File: src/rtl/weather_pkg.sv
// Shared types and constants for the weather-station serial transmitter.
// Frame bit levels, the data width and the transmitter FSM encoding live here.
package weather_pkg;

    typedef enum logic [2:0] {
        IDLE   = 3'd0,
        START  = 3'd1,
        DATA   = 3'd2,
        PARITY = 3'd3,
        STOP   = 3'd4
    } uart_state_t;

    localparam logic UART_START_BIT = 1'b0;
    localparam logic UART_STOP_BIT  = 1'b1;
    localparam int   UART_DATA_W    = 8;

    // Even parity: the parity bit makes the total count of ones even.
    function automatic logic even_parity(input logic [UART_DATA_W-1:0] i_data);
        return ^i_data;
    endfunction

endpackage

File: src/rtl/weather_uart_tx_if.sv
// Bundle between the detector stage and the UART transmitter.
// The transmitter is the slave: it takes the reading and drives the line status.
interface weather_uart_tx_if;
    import weather_pkg::*;

    logic [UART_DATA_W-1:0] din;
    logic                   tx;
    logic                   busy;
    logic                   frame_done;
    logic                   overrun;

    modport master (
        output din,
        input  tx,
        input  busy,
        input  frame_done,
        input  overrun
    );

    modport slave (
        input  din,
        output tx,
        output busy,
        output frame_done,
        output overrun
    );

endinterface

File: src/rtl/weather_baud_gen.sv
// Bit-period counter: counts 0..CLKS_PER_BIT-1 and flags the last cycle of a bit.
// A synchronous clear restarts the period so every state begins on a full bit.
module weather_baud_gen #(
    parameter int CLKS_PER_BIT = 16
) (
    input  logic CLK,
    input  logic Reset_n,
    input  logic i_clear,
    output logic o_bit_end
);

    localparam int              CNT_W    = (CLKS_PER_BIT > 2) ? $clog2(CLKS_PER_BIT) : 1;
    localparam logic [CNT_W-1:0] CNT_LAST = CNT_W'(CLKS_PER_BIT - 1);

    logic [CNT_W-1:0] r_cnt;
    logic             w_last;

    assign w_last    = (r_cnt == CNT_LAST);
    assign o_bit_end = w_last;

    always_ff @(posedge CLK or negedge Reset_n) begin
        if (!Reset_n) begin
            r_cnt <= '0;
        end else if (i_clear || w_last) begin
            r_cnt <= '0;
        end else begin
            r_cnt <= r_cnt + 1'b1;
        end
    end

endmodule

File: src/rtl/weather_uart_tx.sv
// Sends each new detector reading as one UART frame, LSB first, optional even parity.
// A one-deep pending slot absorbs readings that arrive while a frame is on the line.
//
//   state  | meaning
//   IDLE   | line high, waiting for a pending reading
//   START  | start bit (low) for one bit period
//   DATA   | eight data bits, LSB first
//   PARITY | even-parity bit (only when PARITY_EN)
//   STOP   | stop bit (high); then next pending frame or IDLE
module weather_uart_tx
    import weather_pkg::*;
#(
    parameter int CLKS_PER_BIT = 16,
    parameter bit PARITY_EN    = 1'b0
) (
    input logic              CLK,
    input logic              Reset_n,
    weather_uart_tx_if.slave bus
);

    uart_state_t            r_state;
    logic [UART_DATA_W-1:0] r_prev_din;
    logic [UART_DATA_W-1:0] r_pend;
    logic                   r_pend_v;
    logic [UART_DATA_W-1:0] r_shreg;
    logic                   r_parity;
    logic [2:0]             r_bit_idx;
    logic                   r_tx;
    logic                   r_busy;
    logic                   r_frame_done;
    logic                   r_overrun;

    logic                   w_bit_end;
    logic                   w_baud_clr;
    logic                   w_change;
    logic                   w_consume;

    // Held at zero while idle so the start bit always gets a full period.
    assign w_baud_clr = (r_state == IDLE) || w_bit_end;

    weather_baud_gen #(
        .CLKS_PER_BIT (CLKS_PER_BIT)
    ) u_baud (
        .CLK       (CLK),
        .Reset_n   (Reset_n),
        .i_clear   (w_baud_clr),
        .o_bit_end (w_bit_end)
    );

    assign w_change  = (bus.din != r_prev_din);
    assign w_consume = r_pend_v &&
                       ((r_state == IDLE) || ((r_state == STOP) && w_bit_end));

    always_ff @(posedge CLK or negedge Reset_n) begin
        if (!Reset_n) begin
            r_state      <= IDLE;
            r_prev_din   <= '0;
            r_pend       <= '0;
            r_pend_v     <= 1'b0;
            r_shreg      <= '0;
            r_parity     <= 1'b0;
            r_bit_idx    <= '0;
            r_tx         <= UART_STOP_BIT;
            r_busy       <= 1'b0;
            r_frame_done <= 1'b0;
            r_overrun    <= 1'b0;
        end else begin
            r_prev_din   <= bus.din;
            r_frame_done <= 1'b0;
            r_overrun    <= 1'b0;

            // A fresh reading wins over a same-edge consume: the slot stays full.
            if (w_change) begin
                r_pend    <= bus.din;
                r_pend_v  <= 1'b1;
                r_overrun <= r_pend_v && !w_consume;
            end else if (w_consume) begin
                r_pend_v  <= 1'b0;
            end

            case (r_state)
                IDLE: begin
                    if (r_pend_v) begin
                        r_state  <= START;
                        r_shreg  <= r_pend;
                        r_parity <= even_parity(r_pend);
                        r_tx     <= UART_START_BIT;
                        r_busy   <= 1'b1;
                    end
                end

                START: begin
                    if (w_bit_end) begin
                        r_state   <= DATA;
                        r_tx      <= r_shreg[0];
                        r_bit_idx <= '0;
                    end
                end

                DATA: begin
                    if (w_bit_end) begin
                        if (r_bit_idx == 3'd7) begin
                            if (PARITY_EN) begin
                                r_state <= PARITY;
                                r_tx    <= r_parity;
                            end else begin
                                r_state <= STOP;
                                r_tx    <= UART_STOP_BIT;
                            end
                        end else begin
                            r_tx      <= r_shreg[1];
                            r_shreg   <= r_shreg >> 1;
                            r_bit_idx <= r_bit_idx + 3'd1;
                        end
                    end
                end

                PARITY: begin
                    if (w_bit_end) begin
                        r_state <= STOP;
                        r_tx    <= UART_STOP_BIT;
                    end
                end

                STOP: begin
                    if (w_bit_end) begin
                        r_frame_done <= 1'b1;
                        if (r_pend_v) begin
                            r_state  <= START;
                            r_shreg  <= r_pend;
                            r_parity <= even_parity(r_pend);
                            r_tx     <= UART_START_BIT;
                        end else begin
                            r_state  <= IDLE;
                            r_busy   <= 1'b0;
                        end
                    end
                end

                default: begin
                    r_state <= IDLE;
                    r_tx    <= UART_STOP_BIT;
                    r_busy  <= 1'b0;
                end
            endcase
        end
    end

    assign bus.tx         = r_tx;
    assign bus.busy       = r_busy;
    assign bus.frame_done = r_frame_done;
    assign bus.overrun    = r_overrun;

endmodule

File: src/flat_wrapper.sv
// flat-port wrapper written by rule: the top's interface ports become plain ports
module weather_uart_tx_flat import weather_pkg::*;
#(
    parameter int CLKS_PER_BIT = 16,
    parameter bit PARITY_EN    = 1'b0
)
  (CLK, Reset_n, bus_din, bus_tx, bus_busy, bus_frame_done, bus_overrun);
  weather_uart_tx_if bus_i ();
  input logic CLK;
  input logic Reset_n;
  input wire logic [$bits(bus_i.din)-1:0] bus_din;
  output wire logic [$bits(bus_i.tx)-1:0] bus_tx;
  output wire logic [$bits(bus_i.busy)-1:0] bus_busy;
  output wire logic [$bits(bus_i.frame_done)-1:0] bus_frame_done;
  output wire logic [$bits(bus_i.overrun)-1:0] bus_overrun;
  assign bus_i.din = bus_din;
  assign bus_tx = bus_i.tx;
  assign bus_busy = bus_i.busy;
  assign bus_frame_done = bus_i.frame_done;
  assign bus_overrun = bus_i.overrun;
  weather_uart_tx #(.CLKS_PER_BIT(CLKS_PER_BIT), .PARITY_EN(PARITY_EN)) u_core (.CLK(CLK), .Reset_n(Reset_n), .bus(bus_i));
endmodule
File: config.mk
export PLATFORM = sky130hd
export DESIGN_NAME = weather_uart_tx_flat
export DESIGN_NICKNAME = d
export VERILOG_FILES = /design/src/rtl/weather_pkg.sv /design/src/rtl/weather_uart_tx_if.sv /design/src/rtl/weather_baud_gen.sv /design/src/rtl/weather_uart_tx.sv /design/src/flat_wrapper.sv
export SDC_FILE = /design/constraint.sdc
export NUM_CORES = 1
export LEC_CHECK = 0
export ABC_AREA = 1
export BUFFER_PORTS_ARGS = -buffer_cell sky130_fd_sc_hd__buf_2
export CAP_MARGIN = 20
export CORE_MARGIN = 1
export CORE_UTILIZATION = 55
export DETAILED_ROUTE_END_ITERATION = 6
export GPL_TIMING_DRIVEN = 0
export PLACE_DENSITY_LB_ADDON = 0.2
export SLEW_MARGIN = 20
export SYNTH_ARGS = -nofsm -noshare
export SYNTH_HDL_FRONTEND = slang
export SYNTH_SLANG_ARGS = --single-unit
File: constraint.sdc
create_clock -name CLK -period 2.4 [get_ports CLK]
set_input_delay 0 -clock CLK [delete_from_list [all_inputs] [get_ports CLK]]
set_output_delay 0 -clock CLK [all_outputs]
set_load 0.005 [all_outputs]
==> out/qor.yml, run 1 <==
route:
  viasPerCell: 4.93
  top_layer: "met4"
  wire_per_inst_um: 11.2
  drc: 0
  antenna_left: 0
  vias: 1514
  met3WireLength_um: 120
  met1Wirelength_mm: 1.60
  drt_iter0_markers: 95
  drt-total-wl_mm: 3.45
  first_pass_iters: 4
  wl_met2_mm: 1.67
synth:
  syn_area_mm2: 0.00187
  synth_nets: 246
  ys_types: 24
  synthCells: 233
  syn_area_per_cell_um2: 8.02
  ys_seq_area_frac: 0.523
  yosys_warnings: 0
  synth-seq-cells: 39
sta:
  slew_viol_final: 0
  setup_slack_ns: 0.928
  rsz0062_at_grt: "false"
  relSlewSlack: 0.448
  setup-tns-final_ns: 0
  whs_ns: 0.270
  setup_viol: 0
  period_share: 0.613
  worst_slew_pin_slew_ns: 0.828
  fmax_mhz: 679
  fin_worst_skew_ns: 0.00501
  finalHoldViolations: 0
  min_period_ns: 1.47
floorplanning:
  floorplan.initialDensity: 0.597
  io_pins: 14
  core_area_mm2: 0.00313
  die_x_um: 60.3
  row_count: 20
  dieArea_mm2: 0.00363
  die_h_um: 60.3
clock_network:
  cts_buffer_depth: 2
  cts_tree: "built"
  cts_buffers: 5
  insertion_delay_ns: 0.34
  htreeDepth: 2
  clock-sinks: 39
  clockRootBuffer: "clkbuf_4"
  clkTransAtPathRegs_ns: 0.12
min_path:
  worstHoldPathType: "primary input to async pin"
place:
  dp_cells: 290
  pre_cts_ws_ns: 0.927
  routabilityCongestion: 0.858
  portBuffers: 13
  place_hpwl_mm: 2.36
grt:
  gr-total-overflow: 0
  grt_max_degree: 40
  grt_util_all_layers: 0.230
  grt_pass1_vias: 1526
  grt_pass1_wl_mm: 6.07
  antenna_found_initial: 0
power_and_ir_drop:
  ir_worst_vdd_mv: 0.416
  p_leak_nw: 1.18
  power.density_mw_per_mm2: 597
worst_setup_path:
  crit_chain: "ha_1 > ha_1 > inv_1 > nand4_1 > nand2_1 > nand2_1 > nand2_1 > o21ai_0"
  crit_type: "flop to flop"
  cp.arrival_ns: 1.71
  critPathMaxFanout: 6
  worstSetupStartpointType: "flop"
  slowest_stage: "dfrtp_1"
  cp.required_ns: 2.64
  r2r_start: "u_core.r_bit_idx[0]"
  rr_worst_depth: 8
  end_kind: "flop"
  rrSetupSlack_ns: 0.93
  endpoint: "u_core.r_bit_idx[1]"
  worst_path_largest_cell_delay_ns: 0.42
  r2r-end: "u_core.r_bit_idx[1]"
  setup.worst_path.start: "u_core.r_bit_idx[0]"
  critPathMostFrequentCell: "nand2_1"
finish:
  synthToLayoutAreaGrowth_pct: 16.7
  drive_above_1_share: 0.129
  antenna_cells: 0
  instances_no_fill: 307
  final_cell_mix: "106 x nand2_1, 38 x dfrtp_1, 20 x inv_1"
  finalNetCount: 275
  final_common_cell: "nand2_1"
outcome:
  status: "finished clean"
flow_run:
  cap_viol_max_count: 0
## flip-flops by register name (all words and copies together) (netlist names)
name and flops:
u_core.r_pend_v 1, u_core.bus.overrun 1, u_core.r_shreg 8, u_core.bus.frame_done 1
u_core.r_prev_din 8, u_core.r_bit_idx 3, u_core.r_state 3, u_core.r_pend 8
u_core.u_baud.r_cnt 4, u_core.bus.busy 1, u_core.bus.tx 1
## cells in the mapped netlist
cell      count  area [um2]
buf_6         1        11.3
nor2_2        1        6.26
xnor2_1       5        43.8
nand2_2       3        18.8
nor3b_1       1        7.51
nor2_4        2        22.5
nand3_2       1        10.0
or2_0         1        6.26
nand2_4       2        22.5
buf_4         1        7.51
inv_1        20        75.1
o21ai_1       2        10.0
dfstp_2       1        26.3
ha_1          3        37.5
o211ai_1      1        7.51
nand3_1      15        75.1
o21ai_0       9        45.0
nor2_1       15        56.3
xor2_1        1        8.76
inv_2         1        3.75
buf_2         1        5.00
nand2_1     106         398
dfrtp_1      38         951
nand4_1       2        12.5
## cell families after synthesis
family / synth area share
xor gates and xnor gates: 0.0281
AOI/OAI and AO/OA: 0.0335
DFF: 0.523
and+or+nand+nor: 0.340
adders and majority gates: 0.0201
buffers and inverters: 0.0549
## cell type report
type,instances,area [um2]
multi-input cells,170,788
well taps,44,55.1
plain buffers,3,23.8
inverters,21,78.8
fillers,251,948
clock inverters,2,60.1
flip-flops and latches,39,977
repair buffers,22,155
clock buffers,6,41.3
## metrics by stage
step	power (W)	cell area, um2	utilization
after floorplan	0.000732	1870	-
after global placement	0.000763	1990	0.636
after detailed placement	0.000765	1990	0.636
after CTS	0.00131	2180	0.697
after global routing	0.00135	2180	0.697
final	0.00130	2180	0.697
## how the worst min path moves through the flow
stage	start	endpoint	slack [ns]	cells after the start
2_1_floorplan	Reset_n	u_core.bus.busy	-0.30	0
3_3_place_gp	Reset_n	u_core.bus.frame_done	0.15	1
3_5_place_dp	bus_din[3]	u_core.r_prev_din[3]	0.15	1
4_1_cts	Reset_n	u_core.bus.busy	0.31	2
5_1_grt	bus_din[7]	u_core.r_prev_din[7]	0.32	2
6_report	Reset_n	u_core.bus.busy	0.27	2
## power breakdown
part,total (W),switching (W),internal [W]
clock network,0.000539,0.000214,0.000325
registers,0.000689,0.0000110,0.000678
logic,0.0000743,0.0000417,0.0000326
total,0.00130,0.000267,0.00104
## what timing repair did
action                                 4_1_cts  5_1_grt
endpoints found under the hold margin       54        0
setup buffers                                0        0
hold buffers                                 9        0
gates resized for setup                      0        0
## layer usage
layer | vias to the layer above | global-route usage
met1 | 698 | 0.272
met4 | 0 | 0.0930
met2 | 29 | 0.381
li1 | 780 | -
met5 | - | 0
met3 | 7 | 0.0758
## worst max-delay path: cells and delay by family (launching register included)
family	cells	cell delay, ns
adder cells (fa/ha/maj)	2	0.42
AND/OR/NAND/NOR	4	0.40
AO/OA/AOI/OAI	1	0.07
flip-flops	1	0.42
buffers and inverters	1	0.06
(Power assumes the default switching activity.)
==> run 2, diff against run 1 <==
- CORE_UTILIZATION: 55 -> 53
- clock period: 2.4 -> 1.28 ns (I/O delays scaled with it)
==> run 2 against run 1 <==
  * Critical endpoint is now u_core.r_shreg[3]
  * First-iteration DRC count fell by 13%
  * Cell count increased by 3.3%
  * Global-route usage fell by 1.8 points
  * The run now ends with setup timing left
==> out/qor.yml, run 2 (synthesis gave the netlist of run 1 again) <==
worst_setup_path:
  r2r-end: "u_core.r_shreg[3]"
  rr_worst_depth: 7  # -1
  critPathMostFrequentCell: "nand2_1"
  cp.arrival_ns: 1.61  # -0.10 ns
  slowest_stage: "dfrtp_1"
  cp.required_ns: 1.58  # -1.06 ns
  endpoint: "u_core.r_shreg[3]"
  crit_chain: "ha_2 > ha_4 > nand4_1 > nand2_2 > nor2_4 > nand2_1 > nand2_1"
  critPathMaxFanout: 8  # +2
  worst_path_largest_cell_delay_ns: 0.40  # -0.02 ns
  worstSetupStartpointType: "flop"
  end_kind: "flop"
  r2r_start: "u_core.r_bit_idx[0]"
  rrSetupSlack_ns: -0.02  # -0.95 ns
  crit_type: "flop to flop"
  setup.worst_path.start: "u_core.r_bit_idx[0]"
grt:
  grt_max_degree: 40  # unchanged
  grt_pass1_wl_mm: 5.72  # -5.8%
  grt_util_all_layers: 0.212  # -0.0177
  antenna_found_initial: 0  # unchanged
  gr-total-overflow: 0  # unchanged
  grt_pass1_vias: 1332  # -13%
floorplanning:
  die_h_um: 61.4  # +1.8%
  die_x_um: 61.4  # +1.8%
  core_area_mm2: 0.00336  # +7.5%
  io_pins: 14  # unchanged
  row_count: 21  # +5.0%
  dieArea_mm2: 0.00377  # +3.6%
  floorplan.initialDensity: 0.555  # -0.0418
sta:
  period_share: 1.02  # +0.405
  relSlewSlack: 0.437  # -0.0109
  setup_slack_ns: -0.0241  # -0.952 ns
  rsz0062_at_grt: "true"
  setup-tns-final_ns: -0.111  # -0.111 ns
  finalHoldViolations: 0  # unchanged
  worst_slew_pin_slew_ns: 0.844  # +0.0163 ns
  slew_viol_final: 0  # unchanged
  fin_worst_skew_ns: 0.0120  # +0.00695 ns
  fmax_mhz: 767  # +13%
  setup_viol: 10  # +10
  min_period_ns: 1.30  # -0.168 ns
power_and_ir_drop:
  p_int_w: 0.00180  # +74%
  power.density_mw_per_mm2: 1000  # +68%
  p_switching_w: 0.000530  # +98%
  p_sw_frac: 0.228  # +0.0226
  p_comb_frac: 0.067  # +0.010
  ir_worst_vdd_mv: 0.911  # +120%
  finalPower_w: 0.00233  # +79%
  seq_power_share: 0.555  # +0.026
  pwr-share-clk: 0.378  # -0.036
  p_leak_nw: 1.21  # +2.5%
route:
  first_pass_iters: 4  # unchanged
  drt-total-wl_mm: 3.51  # +1.8%
  vias: 1545  # +2.0%
  wire_per_inst_um: 11.1  # -1.4%
  drt_iter0_markers: 83  # -13%
  viasPerCell: 4.87  # -1.2%
  drc: 0  # unchanged
  antenna_left: 0  # unchanged
place:
  portBuffers: 13  # unchanged
  placed_area_mm2: 0.00200  # +0.38%
  place_hpwl_mm: 2.30  # -2.4%
  routabilityCongestion: 0.848  # -1.1%
min_path:
  worstHoldPathType: "primary input to async pin"
clock_network:
  clockRootBuffer: "clkbuf_4"
  cts_tree: "built"
  clock-sinks: 39  # unchanged
  cts_buffers: 5  # unchanged
  htreeDepth: 2  # unchanged
  clkTransAtPathRegs_ns: 0.12  # about the same
  insertion_delay_ns: 0.36  # +0.02 ns
  cts_buffer_depth: 2  # unchanged
finish:
  drive_above_1_share: 0.232  # +0.103
  synthToLayoutAreaGrowth_pct: 24.2
  fillCellCount: 297  # +18%
  final_area_mm2: 0.00232  # +6.5%
  final_cell_mix: "101 x nand2_1, 37 x dfrtp_1, 16 x inv_1"
  antenna_cells: 0  # unchanged
  final_util: 0.690  # -0.00670
  final_common_cell: "nand2_1"
  largest_registers: "u_core.r_pend: 8 flops, u_core.r_prev_din: 8 flops, u_core.r_shreg: 8 flops"
  finalNetCount: 283  # +2.9%
outcome:
  violations: "setup timing"
  status: "finished, violations left"
flow_run:
  cap_viol_max_count: 0  # unchanged
[run 2: what timing repair did]
| item | 4_1_cts | 5_1_grt |
|---|---|---|
| setup buffers | 2 | 5 |
| resized for setup | 18 | 15 |
| pin swaps | 20 | 7 |
| setup endpoints to repair | 26 | 26 |
| endpoints found under the hold margin | 54 | 0 |
| hold buffers | 9 | 0 |
| cloned | 0 | 1 |
[run 2: final cells by class]
cell class	instances	area, um2	area share
Buffer	3	27.5	0.0119
Tap cell	46	57.6	0.0248
Sequential cell	39	978	0.422
Multi-Input combinational cell	171	885	0.381
Inverter	21	78.8	0.0340
Clock buffer	6	51.3	0.0221
Clock inverter	2	35.0	0.0151
Timing Repair Buffer	29	208	0.0895
[run 2: worst max-delay path, delay by kind of cell, from the launching register on]
family                     cells  cell delay, ns
and+or+nand+nor                5            0.49
DFF                            1            0.40
adders and majority gates      2            0.36
[run 2: worst min-delay path by stage]
| stage | start | endpoint | depth (start not counted) |
|---|---|---|---|
| after floorplan | Reset_n | u_core.bus.busy | 0 |
| after global placement | Reset_n | u_core.bus.busy | 1 |
| after detailed placement | Reset_n | u_core.bus.busy | 1 |
| after CTS | Reset_n | u_core.bus.busy | 2 |
| after global routing | bus_din[6] | u_core.r_prev_din[6] | 2 |
| final | Reset_n | u_core.bus.busy | 2 |
[run 2: routing by layer]
| metal | GRT usage | vias to the layer above | wire (um) |
|---|---|---|---|
| li1 | - | 800 | - |
| met1 | 0.274 | 710 | 1620 |
| met2 | 0.334 | 27 | 1710 |
| met3 | 0.0441 | 8 | 94 |
| met4 | 0.117 | 0 | 87 |
| met5 | 0 | - | 0 |
[run 2: metrics by stage]
stage	worst slack [ns]	hold slack, ns	instances
3_3_place_gp	-0.112	0.149	292
5_1_grt	-0.137	0.295	317
2_1_floorplan	0.00115	-0.296	233
3_5_place_dp	-0.119	0.151	292
6_report	-0.0241	0.272	317
4_1_cts	-0.0398	0.296	311
[run 2: power by group through the flow]
stage | logic (W) | registers, W | clock network, W
finish | 0.000156 | 0.00129 | 0.000880
detailed placement | 0.000121 | 0.00131 | 0
global route | 0.000177 | 0.00130 | 0.000961
floorplan | 0.0000624 | 0.00131 | 0
global placement | 0.000117 | 0.00131 | 0
CTS | 0.000145 | 0.00129 | 0.000892
